<file path="config.mk">
export PLATFORM = sky130hd
export DESIGN_NAME = spi_queue_cntrl_flat
export DESIGN_NICKNAME = d
export VERILOG_FILES = /design/src/rtl/spi_pkg.sv /design/src/rtl/spi_queue_cntrl_if.sv /design/src/rtl/spi_cmd_fifo.sv /design/src/rtl/spi_queue_cntrl.sv /design/src/flat_wrapper.sv
export SDC_FILE = /design/constraint.sdc
export NUM_CORES = 1
export LEC_CHECK = 0
export CAP_MARGIN = 20
export CORE_UTILIZATION = 47
export DETAILED_ROUTE_END_ITERATION = 7
export RECOVER_POWER = 100
export SYNTH_ARGS = -nofsm -noshare
export SYNTH_HDL_FRONTEND = slang
export SYNTH_SLANG_ARGS = --single-unit
</file>
<file path="constraint.sdc">
create_clock -name clock -period 5.13 [get_ports clock]
set_clock_uncertainty 0.05 [all_clocks]
set_input_delay 1.026 -clock clock [delete_from_list [all_inputs] [get_ports clock]]
set_output_delay 1.026 -clock clock [all_outputs]
set_load 0.005 [all_outputs]
</file>
<file path="src/rtl/spi_pkg.sv">
// Shared definitions for the SPI command-queue controller:
// engine state encoding and command-word width helpers.
package spi_pkg;

   typedef logic [2:0] state_t;

   localparam state_t ST_IDLE  = 3'd0;
   localparam state_t ST_POP   = 3'd1;
   localparam state_t ST_SETUP = 3'd2;
   localparam state_t ST_SHIFT = 3'd3;
   localparam state_t ST_HOLD  = 3'd4;
   localparam state_t ST_GAP   = 3'd5;

   function automatic int cs_width(input int num_cs);
      return (num_cs > 1) ? $clog2(num_cs) : 1;
   endfunction

   function automatic int cmd_width(
      input int addr_bits,
      input int data_bits,
      input int num_cs
   );
      return cs_width(num_cs) + addr_bits + data_bits;
   endfunction

endpackage

</file>
<file path="src/rtl/spi_queue_cntrl_if.sv">
// Bus bundle of spi_queue_cntrl: control, command write port,
// FIFO status and serial pins. master = host side, slave = DUT.
interface spi_queue_cntrl_if
   import spi_pkg::*;
#(
   parameter int ADDR_BITS  = 8,
   parameter int DATA_BITS  = 16,
   parameter int FIFO_DEPTH = 8,
   parameter int NUM_CS     = 4
);
   localparam int CMD_W = cmd_width(ADDR_BITS, DATA_BITS, NUM_CS);
   localparam int LVL_W = $clog2(FIFO_DEPTH) + 1;

   logic              start;
   logic              abort;
   logic [7:0]        clk_ratio;
   logic              cpol;
   logic              cmd_wren;
   logic [CMD_W-1:0]  cmd_in;
   logic              busy;
   logic              done;
   logic              fifo_full;
   logic              fifo_empty;
   logic [LVL_W-1:0]  fifo_level;
   logic              overflow;
   logic [NUM_CS-1:0] SEN;
   logic              SCLK;
   logic              SDATA;

   modport master (
      output start, abort, clk_ratio, cpol,
      output cmd_wren, cmd_in,
      input  busy, done,
      input  fifo_full, fifo_empty,
      input  fifo_level, overflow,
      input  SEN, SCLK, SDATA
   );

   modport slave (
      input  start, abort, clk_ratio, cpol,
      input  cmd_wren, cmd_in,
      output busy, done,
      output fifo_full, fifo_empty,
      output fifo_level, overflow,
      output SEN, SCLK, SDATA
   );

endinterface

</file>
<file path="src/rtl/spi_cmd_fifo.sv">
// Command FIFO: WIDTH x DEPTH, show-ahead head, occupancy level,
// sticky overflow. Ports: wr_en/wr_data, rd_en/rd_data,
// full, empty, level, overflow.
module spi_cmd_fifo #(
   parameter  int WIDTH = 26,
   parameter  int DEPTH = 8,
   localparam int AW    = $clog2(DEPTH),
   localparam int LW    = AW + 1
) (
   input  logic             clock,
   input  logic             reset_n,
   input  logic             wr_en,
   input  logic [WIDTH-1:0] wr_data,
   input  logic             rd_en,
   output logic [WIDTH-1:0] rd_data,
   output logic             full,
   output logic             empty,
   output logic [LW-1:0]    level,
   output logic             overflow
);

   logic [WIDTH-1:0] mem [DEPTH];
   logic [AW-1:0]    wr_ptr;
   logic [AW-1:0]    rd_ptr;
   logic [LW-1:0]    count;
   logic             do_wr;
   logic             do_rd;

   assign full    = (count == LW'(DEPTH));
   assign empty   = (count == '0);
   assign level   = count;
   assign rd_data = mem[rd_ptr];
   assign do_rd   = rd_en && !empty;
   // a pop in the same cycle frees the slot a full write needs
   assign do_wr   = wr_en && (!full || do_rd);

   always_ff @(posedge clock) begin
      if (do_wr)
         mem[wr_ptr] <= wr_data;
   end

   always_ff @(posedge clock or negedge reset_n) begin
      if (!reset_n) begin
         wr_ptr   <= '0;
         rd_ptr   <= '0;
         count    <= '0;
         overflow <= 1'b0;
      end else begin
         if (do_wr)
            wr_ptr <= wr_ptr + AW'(1);
         if (do_rd)
            rd_ptr <= rd_ptr + AW'(1);
         case ({do_wr, do_rd})
            2'b10:   count <= count + LW'(1);
            2'b01:   count <= count - LW'(1);
            default: count <= count;
         endcase
         if (wr_en && !do_wr)
            overflow <= 1'b1;
      end
   end

endmodule

</file>
<file path="src/rtl/spi_queue_cntrl.sv">
// Queued SPI master: drains {cs_sel,address,data} commands from a
// FIFO and shifts each out MSB-first on SCLK/SDATA with SEN select.
// Ports: clock, reset_n (async, active-low), bus (slave modport).
module spi_queue_cntrl
   import spi_pkg::*;
#(
   parameter int ADDR_BITS  = 8,
   parameter int DATA_BITS  = 16,
   parameter int FIFO_DEPTH = 8,
   parameter int NUM_CS     = 4
) (
   input logic               clock,
   input logic               reset_n,
   spi_queue_cntrl_if.slave  bus
);

   localparam int CS_W    = cs_width(NUM_CS);
   localparam int FRAME_W = ADDR_BITS + DATA_BITS;
   localparam int CMD_W   = cmd_width(ADDR_BITS, DATA_BITS, NUM_CS);
   localparam int LVL_W   = $clog2(FIFO_DEPTH) + 1;
   localparam int HP_W    = $clog2(2 * FRAME_W);
   localparam logic [HP_W-1:0] HP_LAST = HP_W'(2 * FRAME_W - 1);

   state_t            state;
   logic [7:0]        cnt;
   logic [HP_W-1:0]   hp;
   logic [FRAME_W-1:0] sreg;
   logic [7:0]        ratio_lat;
   logic              cpol_lat;
   logic [NUM_CS-1:0] sen;
   logic              sclk;

   logic              pop;
   logic              half_end;
   logic [CMD_W-1:0]  head;
   logic [CS_W-1:0]   head_cs;
   logic [NUM_CS-1:0] head_sen;
   logic              fifo_full;
   logic              fifo_empty;
   logic [LVL_W-1:0]  fifo_level;
   logic              overflow;

   spi_cmd_fifo #(
      .WIDTH (CMD_W),
      .DEPTH (FIFO_DEPTH)
   ) u_fifo (
      .clock    (clock),
      .reset_n  (reset_n),
      .wr_en    (bus.cmd_wren),
      .wr_data  (bus.cmd_in),
      .rd_en    (pop),
      .rd_data  (head),
      .full     (fifo_full),
      .empty    (fifo_empty),
      .level    (fifo_level),
      .overflow (overflow)
   );

   assign pop      = (state == ST_POP);
   assign half_end = (cnt == ratio_lat - 8'd1);
   assign head_cs  = head[CMD_W-1 -: CS_W];

   // out-of-range selects leave every SEN high
   always_comb begin
      head_sen = '1;
      for (int i = 0; i < NUM_CS; i++)
         if (int'(head_cs) == i)
            head_sen[i] = 1'b0;
   end

   always_ff @(posedge clock or negedge reset_n) begin
      if (!reset_n) begin
         state     <= ST_IDLE;
         cnt       <= '0;
         hp        <= '0;
         sreg      <= '0;
         ratio_lat <= 8'd1;
         cpol_lat  <= 1'b0;
         sen       <= '1;
         sclk      <= 1'b0;
      end else if (bus.abort && state != ST_IDLE) begin
         state <= ST_IDLE;
         cnt   <= '0;
         hp    <= '0;
         sreg  <= '0;
         sen   <= '1;
         sclk  <= cpol_lat;
      end else begin
         case (state)
            ST_IDLE: begin
               sclk <= bus.cpol;
               if (bus.start && !fifo_empty)
                  state <= ST_POP;
            end
            ST_POP: begin
               sreg      <= head[FRAME_W-1:0];
               ratio_lat <= (bus.clk_ratio == 8'd0) ?
                            8'd1 : bus.clk_ratio;
               cpol_lat  <= bus.cpol;
               sclk      <= bus.cpol;
               sen       <= head_sen;
               cnt       <= '0;
               state     <= ST_SETUP;
            end
            ST_SETUP: begin
               if (half_end) begin
                  cnt   <= '0;
                  hp    <= '0;
                  sclk  <= ~cpol_lat;
                  state <= ST_SHIFT;
               end else begin
                  cnt <= cnt + 8'd1;
               end
            end
            ST_SHIFT: begin
               if (half_end) begin
                  cnt <= '0;
                  if (hp == HP_LAST) begin
                     sclk  <= cpol_lat;
                     state <= ST_HOLD;
                  end else begin
                     hp   <= hp + HP_W'(1);
                     sclk <= ~sclk;
                     // even half-period ending = trailing edge next
                     if (!hp[0])
                        sreg <= {sreg[FRAME_W-2:0], 1'b0};
                  end
               end else begin
                  cnt <= cnt + 8'd1;
               end
            end
            ST_HOLD: begin
               if (half_end) begin
                  cnt   <= '0;
                  sen   <= '1;
                  state <= ST_GAP;
               end else begin
                  cnt <= cnt + 8'd1;
               end
            end
            ST_GAP: begin
               if (half_end) begin
                  cnt   <= '0;
                  state <= fifo_empty ? ST_IDLE : ST_POP;
               end else begin
                  cnt <= cnt + 8'd1;
               end
            end
            default: state <= ST_IDLE;
         endcase
      end
   end

   assign bus.busy       = (state != ST_IDLE);
   assign bus.done       = (state == ST_GAP) && half_end &&
                           !bus.abort;
   assign bus.fifo_full  = fifo_full;
   assign bus.fifo_empty = fifo_empty;
   assign bus.fifo_level = fifo_level;
   assign bus.overflow   = overflow;
   assign bus.SEN        = sen;
   assign bus.SCLK       = sclk;
   assign bus.SDATA      = sreg[FRAME_W-1];

endmodule

</file>
<file path="src/flat_wrapper.sv">
// flat-port wrapper written by rule: the top's interface ports become plain ports
module spi_queue_cntrl_flat import spi_pkg::*;
#(
   parameter int ADDR_BITS  = 8,
   parameter int DATA_BITS  = 16,
   parameter int FIFO_DEPTH = 8,
   parameter int NUM_CS     = 4
)
  (clock, reset_n, bus_start, bus_abort, bus_clk_ratio, bus_cpol, bus_cmd_wren, bus_cmd_in, bus_busy, bus_done, bus_fifo_full, bus_fifo_empty, bus_fifo_level, bus_overflow, bus_SEN, bus_SCLK, bus_SDATA);
  spi_queue_cntrl_if #(.ADDR_BITS(ADDR_BITS), .DATA_BITS(DATA_BITS), .FIFO_DEPTH(FIFO_DEPTH), .NUM_CS(NUM_CS)) bus_i ();
  input logic clock;
  input logic reset_n;
  input wire logic [$bits(bus_i.start)-1:0] bus_start;
  input wire logic [$bits(bus_i.abort)-1:0] bus_abort;
  input wire logic [$bits(bus_i.clk_ratio)-1:0] bus_clk_ratio;
  input wire logic [$bits(bus_i.cpol)-1:0] bus_cpol;
  input wire logic [$bits(bus_i.cmd_wren)-1:0] bus_cmd_wren;
  input wire logic [$bits(bus_i.cmd_in)-1:0] bus_cmd_in;
  output wire logic [$bits(bus_i.busy)-1:0] bus_busy;
  output wire logic [$bits(bus_i.done)-1:0] bus_done;
  output wire logic [$bits(bus_i.fifo_full)-1:0] bus_fifo_full;
  output wire logic [$bits(bus_i.fifo_empty)-1:0] bus_fifo_empty;
  output wire logic [$bits(bus_i.fifo_level)-1:0] bus_fifo_level;
  output wire logic [$bits(bus_i.overflow)-1:0] bus_overflow;
  output wire logic [$bits(bus_i.SEN)-1:0] bus_SEN;
  output wire logic [$bits(bus_i.SCLK)-1:0] bus_SCLK;
  output wire logic [$bits(bus_i.SDATA)-1:0] bus_SDATA;
  assign bus_i.start = bus_start;
  assign bus_i.abort = bus_abort;
  assign bus_i.clk_ratio = bus_clk_ratio;
  assign bus_i.cpol = bus_cpol;
  assign bus_i.cmd_wren = bus_cmd_wren;
  assign bus_i.cmd_in = bus_cmd_in;
  assign bus_busy = bus_i.busy;
  assign bus_done = bus_i.done;
  assign bus_fifo_full = bus_i.fifo_full;
  assign bus_fifo_empty = bus_i.fifo_empty;
  assign bus_fifo_level = bus_i.fifo_level;
  assign bus_overflow = bus_i.overflow;
  assign bus_SEN = bus_i.SEN;
  assign bus_SCLK = bus_i.SCLK;
  assign bus_SDATA = bus_i.SDATA;
  spi_queue_cntrl #(.ADDR_BITS(ADDR_BITS), .DATA_BITS(DATA_BITS), .FIFO_DEPTH(FIFO_DEPTH), .NUM_CS(NUM_CS)) u_core (.clock(clock), .reset_n(reset_n), .bus(bus_i));
endmodule
</file>
# --- Word-level counts from Yosys, hierarchy flattened ---
# Memory sizes are Yosys's and may differ from the RTL's.
# Index checks and enable logic that the tools add are counted.
op_classes:
  n_bitwise: 3
  eq_ne: 21
  mux: 38
  add_sub_neg: 7
  reduce_logical: 31
op_table:
  columns: ["op", "count"]
  rows:
  - ["$mux W24", 4]
  - ["$pmux W24 S2", 1]
  - ["$mux W6", 4]
  - ["$mux W8", 3]
  - ["$mux W3", 7]
  - ["$ne A3 B1 Y1 const B", 6]
  - ["$pmux W3 S6", 1]
  - ["$pmux W4 S2", 2]
  - ["$pmux W8 S2", 1]
  - ["$reduce_bool A3 Y1", 5]
  - ["$pmux W6 S2", 1]
  - ["$mux W1", 11]
  - ["$add A8 B1 Y8 const B", 1]
  - ["$eq A8 B8 Y1", 1]
  - ["$logic_not A8 Y1", 1]
  - ["$mux W4", 2]
  - ["$reduce_and A4 Y1", 2]
  - ["$sub A8 B1 Y8 const B", 1]
  - ["$logic_and A1 B1 Y1", 7]
  - ["$add A3 B1 Y3 const B", 2]
  - ["$add A6 B1 Y6 const B", 1]
  - ["$eq A2 B2 Y1 const B", 3]
  - ["$eq A3 B2 Y1 const B", 2]
  - ["$eq A3 B3 Y1 const B", 2]
  - ["22 further kinds", 29]
totals:
  mem_bits_rw: 208
  input_bits: 40
  reg_bits: 66
  output_inout_bits: 15
  wordCells: 113
  n_memories: 1
mem_list:
  columns: ["name", "depth", "width", "rd", "rd_ports_with_merged_regs", "write_ports", "line", "rtl"]
  rows:
  - ["u_core.u_fifo.mem", 8, 26, 1, 0, 1, "spi_cmd_fifo.sv:22", "logic [WIDTH-1:0] mem [DEPTH];"]

# --- Depth between registers and ports, before layout ---
# Gate-level depths: netlist of the first run.
logic_depth:
  ltp_word: 7
  ltp_mapped: 10

# --- Modules after synthesis ---
# Synthesis of the first run repeated with hierarchy kept, for this count alone.
unflattened:
  cells_unflattened: 679
  hier_area_um2: 11981.5
modules_own_cells:
  columns: ["mod", "cells_each", "seq_area_each_um2", "area_each_um2", "n_inst"]
  rows:
  - ["spi_cmd_fifo", 374, 6521.3, 8757.1, 1]
  - ["spi_queue_cntrl", 305, 1382.6, 3224.3, 1]

# --- Worst setup path before layout of the first run ---
# Ideal clock, no wire load.
synth_timing:
  path_type: "register -> register"
  from: "register u_core.state[1]"
  to: "memory u_core.u_fifo.mem[1][0], enable pin"
  path_slack_ns: 0.507
  setup_time_ns: 0.484
  required_ns: 4.596
  t_arrival_ns: 4.089
  path_stages_with_launch: 6
  period_less_slack_ns: 4.623
  path_cell_list: "dfrtp_1 -> or3b_2 -> clkbuf_1 -> nand3_1 -> nand2_1 -> nor4b_1"
synth_between:
  elab_chain_len: 6
synth_lines:
  columns: ["element", "line", "rtl"]
  rows:
  - ["from (decl)", "spi_queue_cntrl.sv:24", "state_t state;"]
  - ["from (signal assigned)", "spi_queue_cntrl.sv:144", "state <= fifo_empty ? ST_IDLE : ST_POP;"]
  - ["$eq A3 B1 Y1", "spi_queue_cntrl.sv:59", "assign pop = (state == ST_POP);"]
  - ["$logic_and A1 B1 Y1", "spi_cmd_fifo.sv:33", "assign do_rd = rd_en && !empty;"]
  - ["$logic_or A1 B1 Y1", "spi_cmd_fifo.sv:35", "assign do_wr = wr_en && (!full || do_rd);"]
  - ["$logic_and A1 B1 Y1", "spi_cmd_fifo.sv:35", null]
  - ["$mux W1", "spi_cmd_fifo.sv:38", "if (do_wr)"]
  - ["$mux W1 (not written as such)", "spi_cmd_fifo.sv:39", "mem[wr_ptr] <= wr_data;"]
  - ["to (decl)", "spi_cmd_fifo.sv:22", null]
# Every way passes these cells.

# --- Worst setup path after layout of the first run ---
layout_timing:
  from: "register u_core.ratio_lat[2]"
  to: "output port bus_done"
layout_between:
  elab_chain_len: 4
layout_lines:
  columns: ["element", "line", "rtl"]
  rows:
  - ["from (decl)", "spi_queue_cntrl.sv:28", "logic [7:0] ratio_lat;"]
  - ["from (signal assigned)", "spi_queue_cntrl.sv:97", "ratio_lat <= (bus.clk_ratio == 8'd0) ?"]
  - ["$sub A8 B1 Y8", "spi_queue_cntrl.sv:60", "assign half_end = (cnt == ratio_lat - 8'd1);"]
  - ["$eq A8 B8 Y1", "spi_queue_cntrl.sv:60", null]
  - ["$logic_and A1 B1 Y1 (2 in series)", "spi_queue_cntrl.sv:155", "assign bus.done = (state == ST_GAP) && half_end &&"]
  - ["to (decl)", "flat_wrapper.sv:20", "output wire logic [$bits(bus_i.done)-1:0] bus_done;"]
# Every way passes these cells.

==> results of run 1 <==
==> worst max-delay path: cells and delay by family (launching register included) <==
family / cells / cell delay [ps]
AND/OR/NAND/NOR: 3 / 1310
buffers and inverters: 2 / 850
AO/OA/AOI/OAI: 2 / 580
flip-flops: 1 / 440
==> layout make-up <==
type | count | area (um2) | area share, %
Sequential cell | 274 | 7910 | 59.0
Timing Repair Buffer | 73 | 642 | 4.79
Clock buffer | 36 | 752 | 5.61
Inverter | 11 | 41.3 | 0.308
Clock inverter | 18 | 146 | 1.09
Tap cell | 324 | 405 | 3.02
Antenna cell | 1 | 2.50 | 0.0187
Multi-Input combinational cell | 391 | 3520 | 26.2
==> synth_stat cells, types with 7 or more instances <==
master	count
inv_1	11
nor3_1	11
nand2_1	52
clkbuf_1	25
a21oi_1	11
mux2_2	18
edfxtp_1	208
xnor2_1	12
buf_1	7
nor2b_1	7
mux4_2	52
mux2_4	20
nand3_1	15
mux2i_1	27
nand4_1	7
ha_1	10
dfrtp_1	61
a31oi_1	10
o21ai_0	35
nor2_1	31
==> placed cells by master (no fill, tap or decap), types with 12 or more instances in the layout <==
master and instances:
mux2_2 18, mux4_2 52, xnor2_1 12, o21ai_0 35
clkbuf_1 22, clkdlybuf4s50_1 12, dfrtp_1 59, nor2_1 31
mux2i_1 27, edfxtp_1 208, nand3_1 15, mux2_1 17
dlygate4sd3_1 41, a21oi_1 12, nand2_1 52, clkbuf_16 29
==> how the worst max path moves through the flow <==
| stage | start | to | slack, ps | cells past startpoint |
|---|---|---|---|---|
| after detailed placement | u_core.ratio_lat[2] | bus_done | 950 | 7 |
| after floorplan | u_core.state[1] | u_core.u_fifo.mem[1][0] | 510 | 5 |
| final | u_core.ratio_lat[2] | bus_done | 310 | 7 |
| after global placement | u_core.ratio_lat[2] | bus_done | 1010 | 7 |
| after global routing | u_core.ratio_lat[2] | bus_done | 80 | 7 |
| after CTS | u_core.ratio_lat[2] | bus_done | 350 | 7 |
==> sequential cells by signal, summed over array words and instances, names as in the netlist <==
name,cells
u_core.hp,6
u_core.bus.SEN,4
u_core.u_fifo.overflow,1
u_core.ratio_lat,8
u_core.u_fifo.rd_ptr,3
u_core.sreg,24
u_core.u_fifo.wr_ptr,3
u_core.bus.SCLK,1
u_core.cpol_lat,1
u_core.u_fifo.level,4
u_core.u_fifo.mem,208
u_core.state,3
u_core.cnt,8
==> kinds of logic after synthesis <==
kind of cell,Yosys count,share of synthesized area [%]
simple gates,158,6.62
xor+xnor,16,1.31
flops,274,67.5
compound gates,89,4.87
mux,117,16.6
buf+inv,47,1.83
fa+ha+maj,11,1.24
==> report_power, final <==
part           switching (mW)  internal (mW)
Sequential              0.319           2.88
Clock                   0.831           1.14
Combinational            1.26           1.20
==> metal layers <==
| metal | global-route usage, % | up-vias | share of wire [%] |
|---|---|---|---|
| li1 | - | 2923 | - |
| met1 | 24.5 | 3315 | 43 |
| met2 | 32.5 | 141 | 51 |
| met3 | 2.88 | 41 | 3.8 |
| met4 | 5.11 | 0 | 2.3 |
| met5 | 0 | - | 0 |
==> impl_results.md, run 1 <==
- Port Buf Inserts: 54
- Initial antenna violation count: 1
- Primary FF master, synth: edfxtp_1
- Row cnt: 57
- Final hold vios: 0
- WHS Endpoint: u_core.u_fifo.overflow
- EDFF count, synth: 208
- Final Instance Count excl. Fillers: 1,128
- Remaining global-route overflow: 0
- CP peak stage delay: 610 ps
- Clk pin slew, worst setup/hold paths: 60 ps
- R2r setup slk: 440 ps
- Post-synth ARST share: 24.1%
- Post-synth top area cell: edfxtp_1
- Clk buf depth: 3
- WP data required: 4050 ps
- Post-route ant nets: 0
- Core Util, Final: 55.0%
- Synth Warn #: 0
- Cell count after placement: 1,073
- Core Box Area: 24,400 um2
- Initial DRC count: 504
- Syn_nets: 763
- Drt via density: 5.69
- Max Freq: 208 MHz
- Worst IR Drop VDD: 0.289 mV
- Max-Slew Margin vs Limit: -42.3%
- Critical path class: reg2out
- Vias post-DR: 6,420
- Synth unique cells: 59
- Nets: 831
- Total negative setup slack: 0 ps
- Vias in the first global route: 6,670
- Worst EP arrival: 3740 ps
- Die ar.: 25,500 um2
- Post-CTS Setup Bufs: 0
- Reg-to-Reg End: u_core.u_fifo.mem[3][23]
- Worst reg-to-reg path cell count: 7
- Post-synth top area share: 53.4%
- Tmin final: 4820 ps
- Worst-Skew Late Latency: 560 ps
- Tightest Hold Check Type: reg2reg
- Leak pwr: 4.66 nW
- Detailed placement HPWL: 13,700 um
- Unrepaired setup endpoints after global routing: false
- First-pass iteration count of the detailed router: 5
- Max_cap viols: 8
- Worst slew pin tran: 2140 ps
- Routed WL per cell: 20.4 um
- Die X: 160 um
- Tot Pwr: 7.62 mW
- IO Count: 55
- CP Max Fanout: 27
- Final setup fails: 0
- CTS tree: yes
- Syn Inst Count: 712
- Worst Setup Start Kind: flip-flop
- Hold slack: 414 ps
- Post-place setup slack: 955 ps
- WL final: 23,000 um
- DRC errors left: 0
- Dpl cell area: 12,700 um2
- Hold depth: 1
- GP Congestion: 0.797
- Clock sinks: 274
- Post-synthesis cell area: 11,700 um2
- Final WS setup: 312 ps
- Layout Cell Area excl Fill: 13,400 um2
- Crit path cell chain: or3_1 > or4b_1 > a2111oi_2 > o211ai_2 > buf_4 > nor4_1 > dlygate4sd3_1
- Failing checks: capacitance limit, slew limit
- CTS Hold Bufs: 0
- Flops & latches, synth: 274
- Root buffer cell: clkbuf_16
- Hold path start: u_core.u_fifo.overflow
- Layout area overhead: 14.6%
- H-tree levels: 1
- Reg2reg start: u_core.state[1]
- Die Ht: 160 um
- Top post-synthesis cells by area: edfxtp_1, dfrtp_1, mux4_2
- Final worst-path cycle share: 93.9%
- Slew Limit Fails: 205
- Mapped Avg Cell Area: 16.4 um2
- Total CTS buffers: 29
- Pwr per Cell Area: 568 nW/um2
- First-pass GRT wire length: 36,700 um
- GRT Total Usage: 18.7%
- Outcome: finished, violations left
- Sequential share of the synthesized area: 67.5%
- Pin count of the biggest net entering global routing: 55
- Filler Cell Count: 1,987
- Layout cell share with drive strength beyond 1: 16.8%
- Initial Util: 48.0%
- Critical path endpoint category: output pin
- Crit-path slowest cell: dlygate4sd3_1
- Post_cts resized: 0
Power figures use the tool's default switching activity.
==> run 2, diff against run 1 <==
Settings changed: SLEW_MARGIN set to 5.
==> results of run 2 <==
The final DEF is identical to that of run 1; final timing and power are the same.
